--- src/rtl/counter_updown_mod.sv ---
// Up/down modulo counter with load, clear, terminal-count pulse and one-shot hold.
// Define COUNTER_UPDOWN_MOD_SAT_EN to saturate at the terminal value instead of wrapping.
module counter_updown_mod #(
   parameter int WIDTH   = 8,
   parameter int MOD_VAL = 256
) (
   input  logic             clk,
   input  logic             reset,
   input  logic             clear,
   input  logic             load,
   input  logic [WIDTH-1:0] load_val,
   input  logic             en,
   input  logic             up_dn,
   input  logic             oneshot,
   output logic [WIDTH-1:0] count,
   output logic             tc,
   output logic             halted,
   output logic             load_err
);

   typedef enum logic {RUN, HOLD} state_t;

   localparam logic [WIDTH-1:0] MAX_V = WIDTH'(MOD_VAL - 1);
   localparam logic [WIDTH:0]   MOD_W = (WIDTH + 1)'(MOD_VAL);

   state_t           state_q;
   logic [WIDTH-1:0] count_q;
   logic             tc_q;
   logic             halted_q;
   logic             load_err_q;

   logic [WIDTH-1:0] tv;
   logic [WIDTH-1:0] step_d;
   logic             step_hit;
   logic             load_oor;

   // Terminal value follows the direction sampled in the stepping cycle.
   always_comb begin
      tv       = up_dn ? MAX_V : '0;
      load_oor = ({1'b0, load_val} >= MOD_W);
`ifdef COUNTER_UPDOWN_MOD_SAT_EN
      if (count_q == tv)
         step_d = count_q;
      else
         step_d = up_dn ? count_q + 1'b1 : count_q - 1'b1;
      step_hit = (count_q != tv) && (step_d == tv);
`else
      if (up_dn)
         step_d = (count_q == MAX_V) ? '0 : count_q + 1'b1;
      else
         step_d = (count_q == '0) ? MAX_V : count_q - 1'b1;
      step_hit = (step_d == tv);
`endif
   end

   always_ff @(posedge clk or posedge reset) begin
      if (reset) begin
         state_q    <= RUN;
         count_q    <= '0;
         tc_q       <= 1'b0;
         halted_q   <= 1'b0;
         load_err_q <= 1'b0;
      end else begin
         tc_q       <= 1'b0;
         load_err_q <= 1'b0;
         if (clear) begin
            count_q  <= '0;
            state_q  <= RUN;
            halted_q <= 1'b0;
         end else if (load) begin
            count_q    <= load_oor ? MAX_V : load_val;
            load_err_q <= load_oor;
            state_q    <= RUN;
            halted_q   <= 1'b0;
         end else if (en && state_q == RUN) begin
            count_q <= step_d;
            tc_q    <= step_hit;
            if (step_hit && oneshot) begin
               state_q  <= HOLD;
               halted_q <= 1'b1;
            end
         end
      end
   end

   assign count    = count_q;
   assign tc       = tc_q;
   assign halted   = halted_q;
   assign load_err = load_err_q;

endmodule

--- config.mk ---
export PLATFORM = sky130hd
export DESIGN_NAME = counter_updown_mod
export DESIGN_NICKNAME = d
export VERILOG_FILES = /design/src/rtl/counter_updown_mod.sv
export SDC_FILE = /design/constraint.sdc
export NUM_CORES = 1
export LEC_CHECK = 0
export CAP_MARGIN = 20
export CORE_UTILIZATION = 40
export DETAILED_ROUTE_END_ITERATION = 10
export PLACE_DENSITY = 0.7
export SYNTH_ARGS = -nofsm -noshare
export SYNTH_HDL_FRONTEND = slang
export SYNTH_SLANG_ARGS = --single-unit
--- constraint.sdc ---
create_clock -name clk -period 2.43 [get_ports clk]
set_clock_uncertainty 0.2 [all_clocks]
set_input_delay 0.6075 -clock clk [delete_from_list [all_inputs] [get_ports clk]]
set_output_delay 0.6075 -clock clk [all_outputs]
set_load 0.01 [all_outputs]
# After elaboration in Yosys (flattened, before gate mapping)
# Cells that the tools add are included.
# Widths: inputs -> output; s select.
# totals
ff_bits	10
inputBits	15
out_inout_bits	11
# op_classes
n_addsub	2
n_eq_ne	2
n_mux	14
bitwise_logic	1
n_reduce_logical	6
# ops
op	n
$mux 8	7
$add 8x1->8 const B	1
$eq 8x8->1	1
$eq 8x8->1 const B	1
$logic_not 8->1	1
$sub 8x1->8 const B	1
$mux 1	7
$reduce_bool 3->1	2
$logic_and 1x1->1	2
$reduce_and 2->1	1
$not 1->1	1

# Longest topological paths before layout
# Gate-level depths: netlist (run 1).
# logic_depth
ltp_word	9
depth_mapped	9

# Worst setup path before layout (run 1)
# OpenSTA, ideal clock, no wires.
# synth_path
path_type	flip-flop to flip-flop
startpoint	reg count_q[0], in the netlist count[0]
endpoint	reg tc_q, in the netlist tc
t_arrival_ns	2.248
required_time_ns	2.150
path_slack_ns	-0.099
stages_incl_launch_ff	10
n_path_buf	1
synth_period_minus_slack_ns	2.529
cell_sequence	dfrtp_1 -> buf_6 -> inv_1 -> ha_1 -> inv_1 -> or3_2 -> xor2_1 -> a41oi_1 -> or4b_4 -> nor3_2
# synth_between
elab_chain_len	7
word_cells_on_any_way	11
# synth_rtl
item	line	source
start: declaration	27	logic [WIDTH-1:0] count_q;
start signal: assignment	71	count_q <= load_oor ? MAX_V : load_val;
start signal: assignment	76	count_q <= step_d;
$sub 8x1->8, or another cell as far along	51	step_d = (count_q == '0) ? MAX_V : count_q - 1'b1;
$mux 8 (on tied branches)	51, 49	
$mux 8 (*)	48	if (up_dn)
$eq 8x8->1 (*)	52	step_hit = (step_d == tv);
$mux 1 (*)	75	end else if (en && state_q == RUN) begin
$mux 1 (*)	70	end else if (load) begin
$mux 1 (*)	66	if (clear) begin
end signal: assignment	77	tc_q <= step_hit;
end: declaration	28	logic tc_q;
# Every way passes the cells marked *; elsewhere a longest branch is shown, timed or not.
# A chain may end at the register's enable or synchronous reset.

# Final worst setup path (run 1)
# layout_path
startpoint	reg count_q[0], in the netlist count[0]
endpoint	reg halted_q, in the netlist halted
# layout_between
elab_chain_len	7
word_cells_on_any_way	11
# layout_rtl
item	line	source
$sub 8x1->8, or another cell as far along	51	
$mux 8 (on tied branches)	51, 49	
$mux 8 (*)	48	
$eq 8x8->1 (*)	52	
$logic_and 1x1->1 (*)	78	if (step_hit && oneshot) begin
$reduce_bool 3->1 (no line) (*)	--	
$reduce_and 2->1 (no line) (*)	--	
end signal: assignment	61	halted_q <= 1'b0;
end signal: assignment	74	halted_q <= 1'b0;
end signal: assignment	80	halted_q <= 1'b1;
end: declaration	29	logic halted_q;
# Marks and branches as above.

==> results of run 1 <==
-- through the flow --
step	utilization, %	area, um2	cells	worst slack (ps)
finish	61.2	1390	189	88.2
global route	61.2	1390	189	1.96
CTS	60.5	1380	189	43.0
detailed placement	58.9	1340	185	-116
global placement	58.9	1340	185	-49.4
floorplan	-	1020	127	80.7
-- critical path, cell delays in order, from the launching register on --
cell and delay (ps):
dfrtp_1 420, buf_4 170, ha_1 220, buf_4 160, and4_2 250, o31ai_1 220
or4b_4 500, o21ai_1 130
-- per-layer routing --
| metal | vias up | GRT usage (%) | part of all wire [%] |
|---|---|---|---|
| met5 | - | 0 | 0 |
| met2 | 39 | 40.6 | 50 |
| met1 | 525 | 31.2 | 43 |
| met3 | 2 | 5.26 | 6.8 |
| li1 | 528 | - | - |
| met4 | 0 | 4.05 | 0.28 |
-- cell type report --
cell class,instances,area [um2]
repair buffers,40,360
fillers,226,883
multi-input cells,97,671
inverters,10,40.0
well taps,28,35.0
flip-flops and latches,10,250
clock buffers,4,36.3
-- sequential cells by signal (all words and copies together) (netlist names) --
name    cells
count       8
halted      1
tc          1
-- where the power goes --
group / total [uW] / internal (uW) / switching [uW]
clock network: 153 / 91.1 / 62.3
registers: 203 / 179 / 23.9
logic: 298 / 153 / 145
total: 654 / 423 / 231
-- logic make-up after synthesis --
logic type / after synthesis / share of synthesized area, %
AO/OA/AOI/OAI: 45 / 29.9
AND/OR/NAND/NOR: 39 / 21.9
buffers and inverters: 20 / 11.1
adder cells (fa/ha/maj): 3 / 3.76
flip-flops: 10 / 25.0
other: 1 / 0.375
XOR/XNOR: 9 / 7.88
-- final timing paths --
check | cells after the start | from | end
worst min register to register | 1 | halted$_DFFE_PP0P_ | tc$_DFF_PP0_
max in group asynchronous | 2 | reset | count[2]$_DFFE_PP0P_
worst max-delay path | 7 | count[0]$_DFFE_PP0P_ | halted$_DFFE_PP0P_
worst min-delay path | 1 | halted$_DFFE_PP0P_ | tc$_DFF_PP0_
min in group asynchronous | 2 | reset | count[1]$_DFFE_PP0P_
worst max register to register | 7 | count[0]$_DFFE_PP0P_ | halted$_DFFE_PP0P_
-- cell usage in the layout (no fill, tap or decap), types with 2 or more instances in the layout --
| cell type | netlist | layout |
|---|---|---|
| xnor2_1 | 4 | 4 |
| o31ai_1 | 2 | 2 |
| o21ai_0 | 10 | 10 |
| nor3_1 | 3 | 3 |
| inv_1 | 10 | 8 |
| a22o_1 | 4 | 4 |
| nand3_1 | 5 | 5 |
| clkbuf_4 | 0 | 3 |
| a221oi_1 | 2 | 2 |
| buf_4 | 1 | 16 |
| o21a_1 | 2 | 2 |
| xor2_1 | 5 | 4 |
| clkdlybuf4s50_1 | 0 | 24 |
| nand2_1 | 12 | 12 |
| dfrtp_1 | 10 | 10 |
| o21ai_1 | 2 | 2 |
| nor2_1 | 7 | 7 |
| a31oi_1 | 2 | 2 |
| and4_2 | 2 | 2 |
| ha_1 | 3 | 2 |
| a21oi_1 | 10 | 10 |
==> results.ini, run 1 <==
[worst_hold_path]
hp-class=flop to flop

[routing]
routed_wirelength_um=2880
viasPerCell=5.79
post-route-drc-count=0
drt_iter0_markers=53
wl_per_cell_um=15.2
ant_nets=0
drt_first_pass_iters=4
vias=1094

[floorplanning]
die_h_um=52.0
core_um2=2280
die_x_um=52.0
die_area_um2=2700
rows=17
start_util_pct=43.9
io_pins=26

[synthesis]
syn-num-nets=145
ys_warn_count=0
synth-edff-count=0
ys_top_cells_by_count=nand2_1, a21oi_1, dfrtp_1, inv_1, o21ai_0
synthArstFlopShare_pct=100
syn_area_per_cell_um2=7.87
yosysSeqAreaShare_pct=25.0
synth_cell_types=45
yosysMostFrequentCell=nand2_1
yosysTopAreaCell=dfrtp_1
netlist.area_leader.share_pct=25.0
syn_area_um2=1000
ys.flop_type=dfrtp_1
synthTopCellsByArea=dfrtp_1, a21oi_1, o21ai_0
syn_inst=127
ys_ff_latch=10

[setup_path]
path_max_fanout=6
arrival_ps=2350
cp-end-kind=flop
ff2ff_setup_slack_ps=90
start_kind=flop
worstPathRequired_ps=2430
crit_type=flop to flop

[job]
maxCapViolCount=0

[layout]
antennaDiodeCount=0
final_net_count=180
drive_above_1_share_pct=21.7
synthToLayoutAreaGrowth_pct=39.3

[clock_network]
insertion_delay_ps=270
cts-root-buf=clkbuf_4
h-tree-depth=1
cts_inserted_buffers=3
postCtsSetupRepairBufs=0
holdBufCountCts=0
path_clk_slew_ps=70
tritoncts=built
cts_buffer_depth=2
postCtsResizedCells=0
cts_sinks=10

[timing]
setup_viol=0
final-max-slew-violation-count=0
whs_ps=308
rsz0062_at_grt=false
hold_violations=0
max_freq_mhz=427
finalSetupTns_ps=0
period_needed_ps=2340
min_period_over_period_pct=96.4

[global_route]
grt_pass1_vias=1031
grt_max_degree=17
antenna_found_initial=0
grt.overflow.total=0
grt_usage_pct=24.0
grt_first_pass_wirelength_um=4790

[place]
portBuffers=24
hpwlAfterDp_um=2270
gp_congestion=0.882

[power]
power_uw=654
power_density_nw_per_um2=470
leakagePower_uw=0.000573
vdd_ir_drop_max_v=0.000333

[run_status]
status=completed

No activity file was read; power rests on OpenSTA's default activity.
==> inputs of run 2 (changes only) <==
--- a/config.mk
+++ b/config.mk
@@ -6,6 +6,7 @@
 export NUM_CORES = 1
 export LEC_CHECK = 0
 export CAP_MARGIN = 20
+export CORE_MARGIN = 3
 export CORE_UTILIZATION = 40
 export DETAILED_ROUTE_END_ITERATION = 10
 export PLACE_DENSITY = 0.7
==> run 2 against run 1 <==
  * Register-to-register slack worse by 50 ps
  * Critical path depth shrank 1
  * Highest routed layer unchanged
  * Global-route usage decreased by 4.9 points
  * Utilization is 1.7 points higher
  * Sequential share of layout area decreased by 0.47 points
  * Combinational power is 6% higher
  * Final cell count is 1.1% higher
  * Die area up 16%
  * Sequential power about the same
  * Setup slack got worse by 48 ps
  * Via count up 1.5%
==> results.ini, run 2 (synthesis gave the netlist of run 1 again) <==
[clock_network]
cts_buffer_depth=2  ; unchanged
cts_sinks=10  ; unchanged
path_clk_slew_ps=70  ; about the same
cts-root-buf=clkbuf_4  ; unchanged
h-tree-depth=1  ; unchanged
insertion_delay_ps=260  ; was 270 ps
tritoncts=built  ; unchanged
holdBufCountCts=0  ; unchanged
cts_inserted_buffers=3  ; unchanged

[setup_path]
path_max_fanout=6  ; unchanged
worstPathRequired_ps=2410  ; was 2430 ps
start_kind=flop  ; unchanged
cp-end-kind=flop  ; unchanged
arrival_ps=2370  ; was 2350 ps
crit_type=flop to flop  ; unchanged

[floorplanning]
core_um2=2300  ; was 2280 um2
die_area_um2=3130  ; was 2700 um2
die_h_um=56.0  ; was 52.0 um
die_x_um=56.0  ; was 52.0 um
io_pins=26  ; unchanged
start_util_pct=43.5  ; was 43.9%
rows=17  ; unchanged

[job]
maxCapViolCount=0  ; unchanged

[timing]
setup_slack_ps=40.3  ; was 88.2 ps
final-max-slew-violation-count=0  ; unchanged
period_needed_ps=2390  ; was 2340 ps
hold_violations=0  ; unchanged
finalSetupTns_ps=0  ; unchanged
min_period_over_period_pct=98.3  ; was 96.4%
setup_viol=0  ; unchanged
whs_ps=343  ; was 308 ps
max_freq_mhz=418  ; was 427 MHz

[layout]
synthToLayoutAreaGrowth_pct=44.4  ; was 39.3%
largest_register_ff_count=8  ; unchanged
antennaDiodeCount=0  ; unchanged
final_common_cell=clkdlybuf4s50_1  ; unchanged
stdcell_count=191  ; was 189
multiInputGateArea_um2=709  ; was 671 um2
final_core_util_pct=62.9  ; was 61.2%
drive_above_1_share_pct=26.4  ; was 21.7%
regArea_um2=253  ; was 250 um2
fill_cells=209  ; was 226
final_net_count=183  ; was 180
layout_common_cells=clkdlybuf4s50_1, buf_4, nand2_1  ; unchanged

[global_route]
antenna_found_initial=0  ; unchanged
grt.overflow.total=0  ; unchanged
grt_pass1_vias=1045  ; was 1,031
grt_usage_pct=19.1  ; was 24.0%
grt_max_degree=17  ; unchanged
grt_first_pass_wirelength_um=4740  ; was 4790 um

[routing]
drt_first_pass_iters=4  ; unchanged
routed_wirelength_um=3060  ; was 2880 um
ant_nets=0  ; unchanged
drt_iter0_markers=48  ; was 53
wl_per_cell_um=16.0  ; was 15.2 um
vias=1110  ; was 1,094
post-route-drc-count=0  ; unchanged
viasPerCell=5.81  ; was 5.79

[place]
pre_cts_ws_ps=-92.1  ; was -116 ps
portBuffers=24  ; unchanged
dpl.cell_count=185  ; unchanged
hpwlAfterDp_um=2300  ; was 2270 um
gp_congestion=0.861  ; was 0.882

[power]
vdd_ir_drop_max_v=0.000337  ; was 0.000333 V
leakagePower_uw=0.000581  ; was 0.000573 uW
power_density_nw_per_um2=437  ; was 470 nW/um2

[run_status]
status=completed  ; unchanged

[worst_hold_path]
hp-class=flop to flop  ; unchanged

-- run 2: worst paths after layout --
kind	from	endpoint	slack [ps]	cells past startpoint
max	count[2]$_DFFE_PP0P_	tc$_DFF_PP0_	40	6
min	halted$_DFFE_PP0P_	tc$_DFF_PP0_	340	1
max reg2reg	count[2]$_DFFE_PP0P_	tc$_DFF_PP0_	40	6
min reg2reg	halted$_DFFE_PP0P_	tc$_DFF_PP0_	340	1
max in group asynchronous	reset	count[2]$_DFFE_PP0P_	1300	2
min in group asynchronous	reset	count[3]$_DFFE_PP0P_	420	2
-- run 2: final cells by class --
cell class / instances / share of cell area (%)
multi-input cells: 97 / 49.1
repair buffers: 43 / 26.6
flip-flops and latches: 10 / 17.5
inverters: 10 / 2.77
well taps: 28 / 2.43
clock buffers: 3 / 1.56
-- run 2: power breakdown --
part	switching, uW	internal [uW]	leakage (uW)	total [uW]
clock network	54.1	57.0	0.0000138	111
logic	156	159	0.000438	315
registers	25.1	180	0.000130	205
total	235	396	0.000581	631
-- run 2: timing repair --
item / 4_1_cts / 5_1_grt
setup endpoints to repair: 0 / 2
endpoints found under the hold margin: 0 / 0
setup buffers: 0 / 3
gates resized for setup: 0 / 12
-- run 2: through the flow --
| step | cell area, um2 | total power (uW) |
|---|---|---|
| after detailed placement | 1340 | 489 |
| after CTS | 1360 | 605 |
| after floorplan | 1020 | 378 |
| after global routing | 1440 | 675 |
| final | 1440 | 631 |
| after global placement | 1340 | 486 |
-- run 2: layer usage --
metal | share of wire (%) | vias to the layer above | global-route usage (%) | wire length, um
met3 | 7.5 | 2 | 4.41 | 228
met1 | 42 | 526 | 24.8 | 1300
met5 | 0 | - | 0 | 0
met2 | 49 | 49 | 32.2 | 1510
li1 | - | 533 | - | -
met4 | 0.75 | 0 | 3.73 | 23
-- run 2: worst max-delay path, stage by stage (launching register included) --
cell and delay [ps]:
dfrtp_2 450, or4_4 560, o21ai_1 140, o311ai_1 150, o31ai_1 110, or4b_4 530, nor3_4 170
==> inputs of run 3 (changes only) <==
--- a/config.mk
+++ b/config.mk
@@ -10,6 +10,7 @@
 export CORE_UTILIZATION = 40
 export DETAILED_ROUTE_END_ITERATION = 10
 export PLACE_DENSITY = 0.7
+export SLEW_MARGIN = 5
 export SYNTH_ARGS = -nofsm -noshare
 export SYNTH_HDL_FRONTEND = slang
 export SYNTH_SLANG_ARGS = --single-unit
==> results of run 3 <==
No change in the layout: final DEF, timing and power equal those of run 2.
